## config.mk

```make
export PLATFORM = sky130hd
export DESIGN_NAME = mul_shift_add_8_flat
export DESIGN_NICKNAME = d
export VERILOG_FILES = /design/src/rtl/mul_pkg.sv /design/src/rtl/mul_shift_add_8_if.sv /design/src/rtl/add_rca_8.sv /design/src/rtl/mul_shift_add_8.sv /design/src/flat_wrapper.sv
export SDC_FILE = /design/constraint.sdc
export NUM_CORES = 1
export LEC_CHECK = 0
export ABC_AREA = 0
export CAP_MARGIN = 20
export CORE_UTILIZATION = 40
export DETAILED_ROUTE_END_ITERATION = 10
export DONT_BUFFER_PORTS = 1
export PLACE_DENSITY = 0.54
export RECOVER_POWER = 50
export SLEW_MARGIN = 20
export SYNTH_ARGS = -nofsm -noshare
export SYNTH_HDL_FRONTEND = slang
export SYNTH_SLANG_ARGS = --single-unit
```

## constraint.sdc

```tcl
create_clock -name clk -period 5.88 [get_ports clk]
set_input_delay 0.882 -clock clk [delete_from_list [all_inputs] [get_ports clk]]
set_output_delay 0.882 -clock clk [all_outputs]
set_load 0.02 [all_outputs]
```

## src/rtl/mul_pkg.sv

```systemverilog
// Shared constants and types for the sequential shift-add multiplier.
//   MUL_W    : operand width (fixed by the 8-bit ripple adder)
//   CNT_W    : iteration counter width
//   MUL_LAST : counter value of the final iteration
//   state_t  : FSM state encoding
package mul_pkg;
  localparam int MUL_W = 8;
  localparam int CNT_W = 3;
  localparam logic [CNT_W-1:0] MUL_LAST = 3'd7;

  typedef enum logic [1:0] {
    IDLE = 2'b00,
    RUN  = 2'b01,
    DONE = 2'b10
  } state_t;
endpackage

```

## src/rtl/mul_shift_add_8_if.sv

```systemverilog
// Handshake/data bundle between a requester and mul_shift_add_8.
//   start   : request, sampled on the rising clock edge
//   a, b    : multiplicand / multiplier, captured on acceptance
//   busy    : high while iterating
//   done    : one-cycle pulse when product updates
//   product : 16-bit unsigned result, held until the next completion
// master = requester side, slave = multiplier side.
interface mul_shift_add_8_if;
  import mul_pkg::*;

  logic               start;
  logic [MUL_W-1:0]   a;
  logic [MUL_W-1:0]   b;
  logic               busy;
  logic               done;
  logic [2*MUL_W-1:0] product;

  modport master (output start, a, b, input busy, done, product);
  modport slave  (input start, a, b, output busy, done, product);
endinterface

```

## src/rtl/add_rca_8.sv

```systemverilog
// 8-bit ripple-carry adder.
//   a, b  : addends
//   c_in  : carry into bit 0
//   sum   : 8-bit sum
//   c_out : carry out of bit 7
module add_rca_8
  import mul_pkg::*;
(
  input  logic [MUL_W-1:0] a,
  input  logic [MUL_W-1:0] b,
  input  logic             c_in,
  output logic [MUL_W-1:0] sum,
  output logic             c_out
);
  logic [MUL_W:0] c;

  assign c[0] = c_in;

  for (genvar i = 0; i < MUL_W; i++) begin : g_bit
    assign sum[i]  = a[i] ^ b[i] ^ c[i];
    assign c[i+1]  = (a[i] & b[i]) | (c[i] & (a[i] ^ b[i]));
  end

  assign c_out = c[MUL_W];
endmodule

```

## src/rtl/mul_shift_add_8.sv

```systemverilog
// Sequential 8x8 unsigned shift-add multiplier, one partial product per
// clock through add_rca_8. Accepted request yields a product after 8
// iterations; done pulses for one cycle as product updates.
//   clk : clock, rising edge
//   rst : asynchronous, active-high reset
//   bus : start/a/b in, busy/done/product out (slave modport)
module mul_shift_add_8
  import mul_pkg::*;
(
  input  logic                clk,
  input  logic                rst,
  mul_shift_add_8_if.slave    bus
);
  state_t               state;
  logic [MUL_W-1:0]     mcand;
  logic [MUL_W-1:0]     hi;
  logic [MUL_W-1:0]     lo;
  logic [CNT_W-1:0]     cnt;
  logic [2*MUL_W-1:0]   product;

  logic [MUL_W-1:0]     sum;
  logic                 c_out;
  logic [2*MUL_W-1:0]   acc_nxt;

  add_rca_8 u_add (
    .a     (hi),
    .b     (mcand),
    .c_in  (1'b0),
    .sum   (sum),
    .c_out (c_out)
  );

  // Multiplier bit lo[0] selects add-then-shift or plain shift; the adder
  // carry becomes the top bit of the shifted accumulator.
  always_comb begin
    acc_nxt = {1'b0, hi, lo[MUL_W-1:1]};
    if (lo[0]) acc_nxt = {c_out, sum, lo[MUL_W-1:1]};
  end

  always_ff @(posedge clk or posedge rst) begin
    if (rst) begin
      state   <= IDLE;
      mcand   <= '0;
      hi      <= '0;
      lo      <= '0;
      cnt     <= '0;
      product <= '0;
    end else begin
      case (state)
        IDLE, DONE: begin
          if (bus.start) begin
            mcand <= bus.a;
            hi    <= '0;
            lo    <= bus.b;
            cnt   <= '0;
            state <= RUN;
          end else begin
            state <= IDLE;
          end
        end
        RUN: begin
          {hi, lo} <= acc_nxt;
          cnt      <= cnt + 3'd1;
          if (cnt == MUL_LAST) begin
            product <= acc_nxt;
            state   <= DONE;
          end
        end
        default: state <= IDLE;
      endcase
    end
  end

  assign bus.busy    = (state == RUN);
  assign bus.done    = (state == DONE);
  assign bus.product = product;
endmodule
```

## src/flat_wrapper.sv

```systemverilog
// flat-port wrapper written by rule: the top's interface ports become plain ports
module mul_shift_add_8_flat import mul_pkg::*;
  (clk, rst, bus_start, bus_a, bus_b, bus_busy, bus_done, bus_product);
  mul_shift_add_8_if bus_i ();
  input  logic clk;
  input  logic rst;
  input wire logic [$bits(bus_i.start)-1:0] bus_start;
  input wire logic [$bits(bus_i.a)-1:0] bus_a;
  input wire logic [$bits(bus_i.b)-1:0] bus_b;
  output wire logic [$bits(bus_i.busy)-1:0] bus_busy;
  output wire logic [$bits(bus_i.done)-1:0] bus_done;
  output wire logic [$bits(bus_i.product)-1:0] bus_product;
  assign bus_i.start = bus_start;
  assign bus_i.a = bus_a;
  assign bus_i.b = bus_b;
  assign bus_busy = bus_i.busy;
  assign bus_done = bus_i.done;
  assign bus_product = bus_i.product;
  mul_shift_add_8 u_core (.clk(clk), .rst(rst), .bus(bus_i));
endmodule
```

== Yosys cells after proc, flatten, opt, wreduce, memory -nomap -nowiden ==
Cells that the tools add are included.

* Register bits: 45
* Bits of input ports: 19
* Output and inout port bits: 18
* Logic and storage cells: 65

* Bitwise gates (word level): 37
* $add $sub $neg: 1
* Mux-type cells: 10
* Reductions and logical operators: 6
* Equal/unequal tests: 5

{| class="wikitable"
|+ Operators with widths
! cell !! number
|-
| $pmux W8 S2 || 2
|-
| $mux W16 || 1
|-
| $mux W8 || 2
|-
| $and A1 B1 Y1 || 15
|-
| $xor A1 B1 Y1 || 15
|-
| $or A1 B1 Y1 || 7
|-
| $pmux W3 S2 || 1
|-
| $reduce_and A2 Y1 || 3
|-
| $pmux W2 S2 || 1
|-
| $add A3 B1 Y3 const B || 1
|-
| $eq A3 B3 Y1 const B || 1
|-
| $mux W3 || 1
|-
| $eq A2 B1 Y1 const B || 1
|-
| $eq A2 B2 Y1 const B || 1
|-
| $logic_not A2 Y1 || 1
|-
| $mux W2 || 1
|-
| $ne A2 B1 Y1 const B || 1
|-
| $ne A2 B2 Y1 const B || 1
|-
| $reduce_bool A2 Y1 || 1
|-
| $reduce_or A2 Y1 || 1
|-
| $mux W1 || 1
|}

== Depth between registers and ports, before layout ==
Gate-level depths: netlist (run 1).

* Word-level depth: 17
* Depth in mapped cells: 12
* Depth with buffers taken out: 12

== Hierarchy ==
Synthesis (run 1) repeated with hierarchy kept, for this count alone.

* Cell total of the unflattened synthesis: 187
* Area, all modules: 2094.5 um^2

{| class="wikitable"
|+ Modules (own cells, without submodules)
! module !! cells each !! instances !! sequential area each (um^2) !! area each (um^2)
|-
| mul_shift_add_8 || 169 || 1 || 1126.1 || 1896.8
|-
| add_rca_8 || 18 || 1 || 0.0 || 197.7
|}

== Least setup slack after synthesis (run 1) ==
OpenSTA, ideal clock, no wires.

* Path type: reg-to-reg
* Start: register u_core.hi[0]
* End: register u_core.product[14] (netlist: u_core.bus.product[14])
* Required time: 5753 ps
* Cell stages (with the launch flop): 13
* Setup time: 127 ps
* Buffers on the path: 0
* Arrival time: 3344 ps
* Slack: 2409 ps
* Path through: dfrtp_1 ha_1 fa_1 inv_1 fa_1 fa_1 fa_1 fa_1 fa_1 inv_1 fa_1 mux2i_1 o21ai_0

* Cells in the longest elaborated chain, start to end: 15

{| class="wikitable"
|+ RTL lines
! item !! line !! text
|-
| start, declared || mul_shift_add_8.sv:16 || <nowiki>logic [MUL_W-1:0] hi;</nowiki>
|-
| start signal, assigned || mul_shift_add_8.sv:62 || <nowiki>{hi, lo} <= acc_nxt;</nowiki>
|-
| $and A1 B1 Y1 (2 in a row) || add_rca_8.sv:21 || <nowiki>assign c[i+1] = (a[i] & b[i]) | (c[i] & (a[i] ^ b[i]));</nowiki>
|-
| $or A1 B1 Y1 || add_rca_8.sv:21 ||
|-
| $and A1 B1 Y1 || add_rca_8.sv:21 ||
|-
| $or A1 B1 Y1 || add_rca_8.sv:21 ||
|-
| $and A1 B1 Y1 || add_rca_8.sv:21 ||
|-
| $or A1 B1 Y1 || add_rca_8.sv:21 ||
|-
| $and A1 B1 Y1 || add_rca_8.sv:21 ||
|-
| $or A1 B1 Y1 || add_rca_8.sv:21 ||
|-
| $and A1 B1 Y1 || add_rca_8.sv:21 ||
|-
| $or A1 B1 Y1 || add_rca_8.sv:21 ||
|-
| $and A1 B1 Y1 || add_rca_8.sv:21 ||
|-
| $or A1 B1 Y1 || add_rca_8.sv:21 ||
|-
| $xor A1 B1 Y1 || add_rca_8.sv:20 || <nowiki>assign sum[i] = a[i] ^ b[i] ^ c[i];</nowiki>
|-
| $mux W16 || mul_shift_add_8.sv:37 || <nowiki>if (lo[0]) acc_nxt = {c_out, sum, lo[MUL_W-1:1]};</nowiki>
|-
| end signal, assigned || mul_shift_add_8.sv:65 || <nowiki>product <= acc_nxt;</nowiki>
|-
| end, declared || mul_shift_add_8.sv:19 || <nowiki>logic [2*MUL_W-1:0] product;</nowiki>
|}

Every way passes these cells.
A chain may end at the register's enable or synchronous reset.

== Final worst setup path (run 1) ==
* Start: register u_core.hi[0]
* End: register u_core.hi[6]

* Cells in the longest elaborated chain, start to end: 16

{| class="wikitable"
|+ RTL lines
! item !! line !! text
|-
| $and A1 B1 Y1 (2 in a row) || add_rca_8.sv:21 ||
|-
| $or A1 B1 Y1 || add_rca_8.sv:21 ||
|-
| $and A1 B1 Y1 || add_rca_8.sv:21 ||
|-
| $or A1 B1 Y1 || add_rca_8.sv:21 ||
|-
| $and A1 B1 Y1 || add_rca_8.sv:21 ||
|-
| $or A1 B1 Y1 || add_rca_8.sv:21 ||
|-
| $and A1 B1 Y1 || add_rca_8.sv:21 ||
|-
| $or A1 B1 Y1 || add_rca_8.sv:21 ||
|-
| $and A1 B1 Y1 || add_rca_8.sv:21 ||
|-
| $or A1 B1 Y1 || add_rca_8.sv:21 ||
|-
| $and A1 B1 Y1 || add_rca_8.sv:21 ||
|-
| $or A1 B1 Y1 || add_rca_8.sv:21 ||
|-
| $xor A1 B1 Y1 || add_rca_8.sv:20 ||
|-
| $mux W16 || mul_shift_add_8.sv:37 ||
|-
| $pmux W8 S2 || mul_shift_add_8.sv:49 || <nowiki>case (state)</nowiki>
|}

Every way passes these cells.

==> metrics, run 1 <==
NumNets Final=205; Mapped Cells=177; worst hold slack=498 ps; min Tclk post-route=3660 ps; CTS-repair resized insts=0; area delta synth->final=5.23%; combinational share of power=38.7%; number of core rows=25; # port buffers=0; Worst Path Max Fanout=3; Post-DP HPWL=2550 µm; largest net degree at the start of global routing=46; WL met1=1920 µm; Layout Skew=9.07 ps; Post-Place Worst Slack=2220 ps; LEAKAGE=0.000983 µW; syn avg cell area=11.6 µm²; routed length on met2=1670 µm; GPL Wtd Cong=0.729; Routed WL=3810 µm; Worst EP required=6030 ps; FILL cells=473; Arr. time, crit path=3810 ps; Max Root-Sink Buffers=2; period utilization=62.2%; Fin. Hold Viols=0; failing checks=capacitance limit, slew limit; register area=1130 µm²; Finished Cell Area=2160 µm²; setup bufs post-CTS=0; I/O pin count=37; Tightest Hold Check Type=reg -> reg; Die ar.=5430 µm²; die height=73.7 µm; TritonCTS buffer count=5; Clk pwr share=13.8%; FMAX=0.273 GHz; kind of critical path=reg -> reg; number of global-route vias before repair=1,256; first-pass GRT wire length=6370 µm; CTS tree=yes; Seq/Total Area, Yosys=54.8%; RSZ-0062 raised after global routing=no; Max-Cap Viols=1; DR vias/cell=5.01; status=finished, violations left; cts hold-fix bufs=0; Setup-failing EPs final=0; syn_nets=206; share of layout cells above drive strength 1=12.4%; Clock transition at path regs=80 ps; DRC violations left=0; relative slew slack=-61.3%; antenna viol nets, final=0; Psw=560 µW; power share of the sequential group=47.5%; Slew @ Worst Pin=2420 ps; Clock Latency Late Sink=290 ps; Setup crit start kind=flip-flop; initial antenna violation count=0; PwrDens=617 nW/µm²; H-tree Lvls=2; Synthesis Warnings=0; Worst VDD drop=0.000171 V; Int Power=775 µW; DR iter-0 viols=56; starting density of the core=42.4%; die width=73.7 µm; All-Layer GR Usage=15.9%; wire length on met3=168 µm; Highest Signal Layer=met4; crit end category=flip-flop; n_diodes=0; Wirelength per Cell=15.6 µm; CTS Root Cell=clkbuf_8; final worst setup slack=2220 ps; Slew Limit Fails=46; setup_tns=0 ps; Pre-antenna DRT Iters=4; Post-DP Area=2080 µm²; via count=1,222; Core Area=4850 µm²; unique cell type count in the Yosys netlist=27; Multi-input gate area=801 µm²; Switching Share=41.9%; Overflow after GRT=0; number of synthesized register bits=45; Sink Count=45; Synth Cell Area=2060 µm²
-- cell usage after synthesis, drive strengths merged --
library cell,count,share of area [%]
a21oi,2,0.49
a22o,4,1.7
a31oi,1,0.30
buf,9,3.2
clkbuf,1,0.18
dfrtp,45,55
fa,7,6.8
ha,3,1.8
inv,15,2.9
mux2,11,7.1
mux2i,5,2.4
nand2,25,4.6
nand2b,2,0.61
nand3,1,0.24
nand3b,1,0.55
nor2,10,2.2
nor2b,2,0.61
nor3,6,1.5
o21ai,15,3.7
o22ai,6,1.8
o2bb2ai,6,2.6
-- final timing paths --
check                      slack, ps               endpoint          from  depth (start not counted)
setup / recovery                2220           u_core.hi[6]  u_core.hi[0]                         12
hold / removal                   500           u_core.hi[2]  u_core.hi[2]                          1
setup reg to reg                2220           u_core.hi[6]  u_core.hi[0]                         12
hold reg to reg                  500           u_core.hi[2]  u_core.hi[2]                          1
max in group asynchronous       3150  u_core.bus.product[7]           rst                          2
min in group asynchronous       1350        u_core.mcand[7]           rst                          2
-- layout make-up --
cell class	instances	area share [%]
flip-flops and latches	45	52.1
multi-input cells	107	37.0
well taps	67	3.88
clock buffers	5	3.18
inverters	15	2.72
clock inverters	3	0.810
repair buffers	2	0.347
-- power groups by stage --
stage,registers [µW],logic (µW),clock network (µW)
final,635,516,184
after detailed placement,643,523,0
after global routing,660,597,205
after CTS,638,527,191
after floorplan,602,455,0
after global placement,634,504,0
-- cells in the final DEF, fill, tap and decap left out, drive strengths merged, types with 6 or more instances in the layout --
cell	synthesis	routed
o21ai	15	15
clkbuf	1	7
inv	15	14
dfrtp	45	45
mux2	11	11
o22ai	6	6
nor3	6	6
o2bb2ai	6	6
nor2	10	10
nand2	25	25
fa	7	7
-- kinds of logic after synthesis --
group | share of synthesized area, %
and+or+nand+nor | 10.2
buffers and inverters | 6.27
DFF | 54.8
muxes | 9.56
adders and majority gates | 8.64
AOI/OAI and AO/OA | 10.5
-- critical path, cell delays in order (launching register included) --
cell,delay [ps]
dfrtp_1,380
ha_1,190
fa_1,170
inv_1,50
fa_1,430
fa_1,390
fa_1,390
fa_1,380
fa_1,360
inv_1,70
fa_1,410
mux2i_1,190
o2bb2ai_1,100
-- registers in the layout, indices dropped and copies added (netlist names) --
signal and count:
u_core.lo 8, u_core.mcand 8, u_core.hi 8, u_core.bus.product 16, u_core.cnt 3, u_core.state 2
-- stage by stage --
stage          instances  utilization [%]  total power (µW)
6_report             244             44.6              1340
5_1_grt              244             44.6              1460
4_1_cts              244             44.8              1360
3_5_place_dp         236             43.0              1170
3_3_place_gp         236             43.0              1140
2_1_floorplan        177                -              1060
-- metal layers --
metal,vias to the layer above,GRT usage [%]
met2,30,23.4
li1,592,-
met4,0,6.41
met5,-,0
met1,596,22.3
met3,4,4.12
Power figures use the tool's default switching activity.
==> run 2, diff against run 1 <==
--- a/config.mk
+++ b/config.mk
@@ -10,7 +10,7 @@
 export CORE_UTILIZATION = 40
 export DETAILED_ROUTE_END_ITERATION = 10
 export DONT_BUFFER_PORTS = 1
-export PLACE_DENSITY = 0.54
+export PLACE_DENSITY = 0.56
 export RECOVER_POWER = 50
 export SLEW_MARGIN = 20
 export SYNTH_ARGS = -nofsm -noshare
==> constraint.sdc (replaced) <==
create_clock -name clk -period 3.3 [get_ports clk]
set_input_delay 0.495 -clock clk [delete_from_list [all_inputs] [get_ports clk]]
set_output_delay 0.495 -clock clk [all_outputs]
set_load 0.02 [all_outputs]
==> run 2 against run 1 <==
Final cell count grew 0.82%. The flow finishes with violations (setup timing). Routed wire length increased by 1.9%. Via count grew 4.6%. Critical endpoint unchanged. Design area rose by 2.3%. Flip-flop and latch count stayed put. Utilization is 1.0 points higher. Sequential power grew 78%.
==> metrics, run 2 (synthesis gave the netlist of run 1 again) <==
number of core rows=25 (unchanged); Setup-failing EPs final=2 (+2); fin util=45.6% (+1.0 points); DR iter-0 viols=55 (-1.8%); number of global-route vias before repair=1,287 (+2.5%); Clock transition at path regs=80 ps (about the same); DRC violations left=0 (unchanged); cts hold-fix bufs=0 (unchanged); LEAKAGE=0.00100 µW (+1.9%); Die ar.=5430 µm² (unchanged); initial antenna violation count=0 (unchanged); crit end category=flip-flop; die height=73.7 µm (unchanged); Worst VDD drop=0.000380 V (+120%); die width=73.7 µm (unchanged); Tightest Hold Check Type=in -> async; relative slew slack=19.3% (+81 points); via count=1,278 (+4.6%); Overflow after GRT=0 (unchanged); RSZ-0062 raised after global routing=yes; first-pass GRT wire length=6400 µm (+0.55%); starting density of the core=42.4% (unchanged); TritonCTS buffer count=5 (unchanged); Max-Cap Viols=0 (-1); GPL Wtd Cong=0.764 (+4.9%); antenna viol nets, final=0 (unchanged); Pre-antenna DRT Iters=6 (+2); setup_tns=-174 ps (-174 ps); PwrDens=1110 nW/µm² (+81%); CTS Root Cell=clkbuf_8; largest net degree at the start of global routing=24 (-48%); n_diodes=0 (unchanged); DR vias/cell=5.20 (+3.7%); status=finished, violations left; max FFs per register=16 (unchanged); # port buffers=0 (unchanged); Core Area=4850 µm² (unchanged); Slew @ Worst Pin=1210 ps (-1210 ps); I/O pin count=37 (unchanged); worst r2r path cells=12 (unchanged); H-tree Lvls=2 (unchanged); FMAX=0.294 GHz (+7.6%); min Tclk post-route=3400 ps (-257 ps); Layout Skew=7.83 ps (-1.25 ps); kind of critical path=reg -> reg; Clock Latency Late Sink=290 ps (about the same); most frequent cells in the layout=45 x dfrtp_1, 25 x nand2_1, 12 x o21ai_0, 12 x inv_1, 9 x nor2_1; area delta synth->final=7.61%; Worst EP required=3450 ps (-2580 ps); All-Layer GR Usage=16.1% (+0.15 points); final worst setup slack=-102 ps (-2320 ps); Post-DP HPWL=2690 µm (+5.2%); Biggest register=u_core.bus.product; NumNets Final=207 (+0.98%); most common cell after layout, fill and taps aside=dfrtp_1; Max Root-Sink Buffers=2 (unchanged); Sink Count=45 (unchanged); Worst Path Max Fanout=2 (-1); Slew Limit Fails=0 (-100%); Wirelength per Cell=15.8 µm (+1.1%); CTS tree=yes; failing checks=setup timing; period utilization=103% (+41 points); Fin. Hold Viols=0 (unchanged); Setup crit start kind=flip-flop; Routed WL=3880 µm (+1.9%); Arr. time, crit path=3550 ps (-260 ps); share of layout cells above drive strength 1=17.9% (+5.4 points)
run 2: cell types whose count changed in the layout (fill, tap and decap cells not counted), moves of 2 or more:
cell	before	now
buf_4	0	3
clkbuf_8	5	7
fa_1	7	2
fa_2	0	5
o21ai_0	14	12
o21ai_1	1	3
run 2: worst paths after layout:
path	from	endpoint	slack (ps)
min	rst	u_core.bus.product[8]	130
max	u_core.hi[0]	u_core.hi[6]	-100
max reg2reg	u_core.hi[0]	u_core.hi[6]	-100
max in group asynchronous	rst	u_core.bus.product[12]	1650
min in group clk	bus_a[7]	u_core.mcand[7]	300
min reg2reg	u_core.cnt[1]	u_core.cnt[1]	510
run 2: area by class of cell:
type / instances / area, µm²
fillers: 457 / 2640
flip-flops and latches: 45 / 1130
multi-input cells: 107 / 816
clock buffers: 7 / 96.3
well taps: 67 / 83.8
inverters: 15 / 58.8
repair buffers: 4 / 26.3
clock inverters: 1 / 5.00
run 2: per-stage QoR:
stage | power, µW | std cells | setup WS, ps | hold WS, ps | cell area [µm²]
global placement | 2060 | 237 | -72.1 | 466 | 2100
global route | 2690 | 246 | -288 | 169 | 2210
detailed placement | 2100 | 237 | -142 | 473 | 2100
finish | 2470 | 246 | -102 | 133 | 2210
floorplan | 1900 | 177 | -2.54 | 454 | 2070
CTS | 2500 | 246 | -123 | 152 | 2220
run 2: timing repair:
action,in CTS,in global routing
setup buffers,1,0
gates resized for setup,3,0
pin swaps,0,0
endpoints found under the setup margin,2,2
run 2: critical path: stages, from the launching register on:
cell	delay, ps
dfrtp_1	360
ha_2	190
fa_1	160
inv_1	50
fa_2	340
fa_2	370
fa_2	370
fa_2	350
fa_2	340
inv_2	60
fa_1	390
mux2i_1	190
o2bb2ai_1	100
run 2: power by group:
part | switching, µW | internal, µW
Sequential | 309 | 820
Clock | 181 | 189
Combinational | 523 | 442
run 2: routing by layer:
layer | global-route usage [%] | share of wire [%] | vias to the layer above
li1 | - | - | 596
met1 | 20.1 | 45 | 641
met2 | 27.4 | 50 | 37
met3 | 4.53 | 4.9 | 4
met4 | 3.85 | 0.75 | 0
met5 | 0 | 0 | -
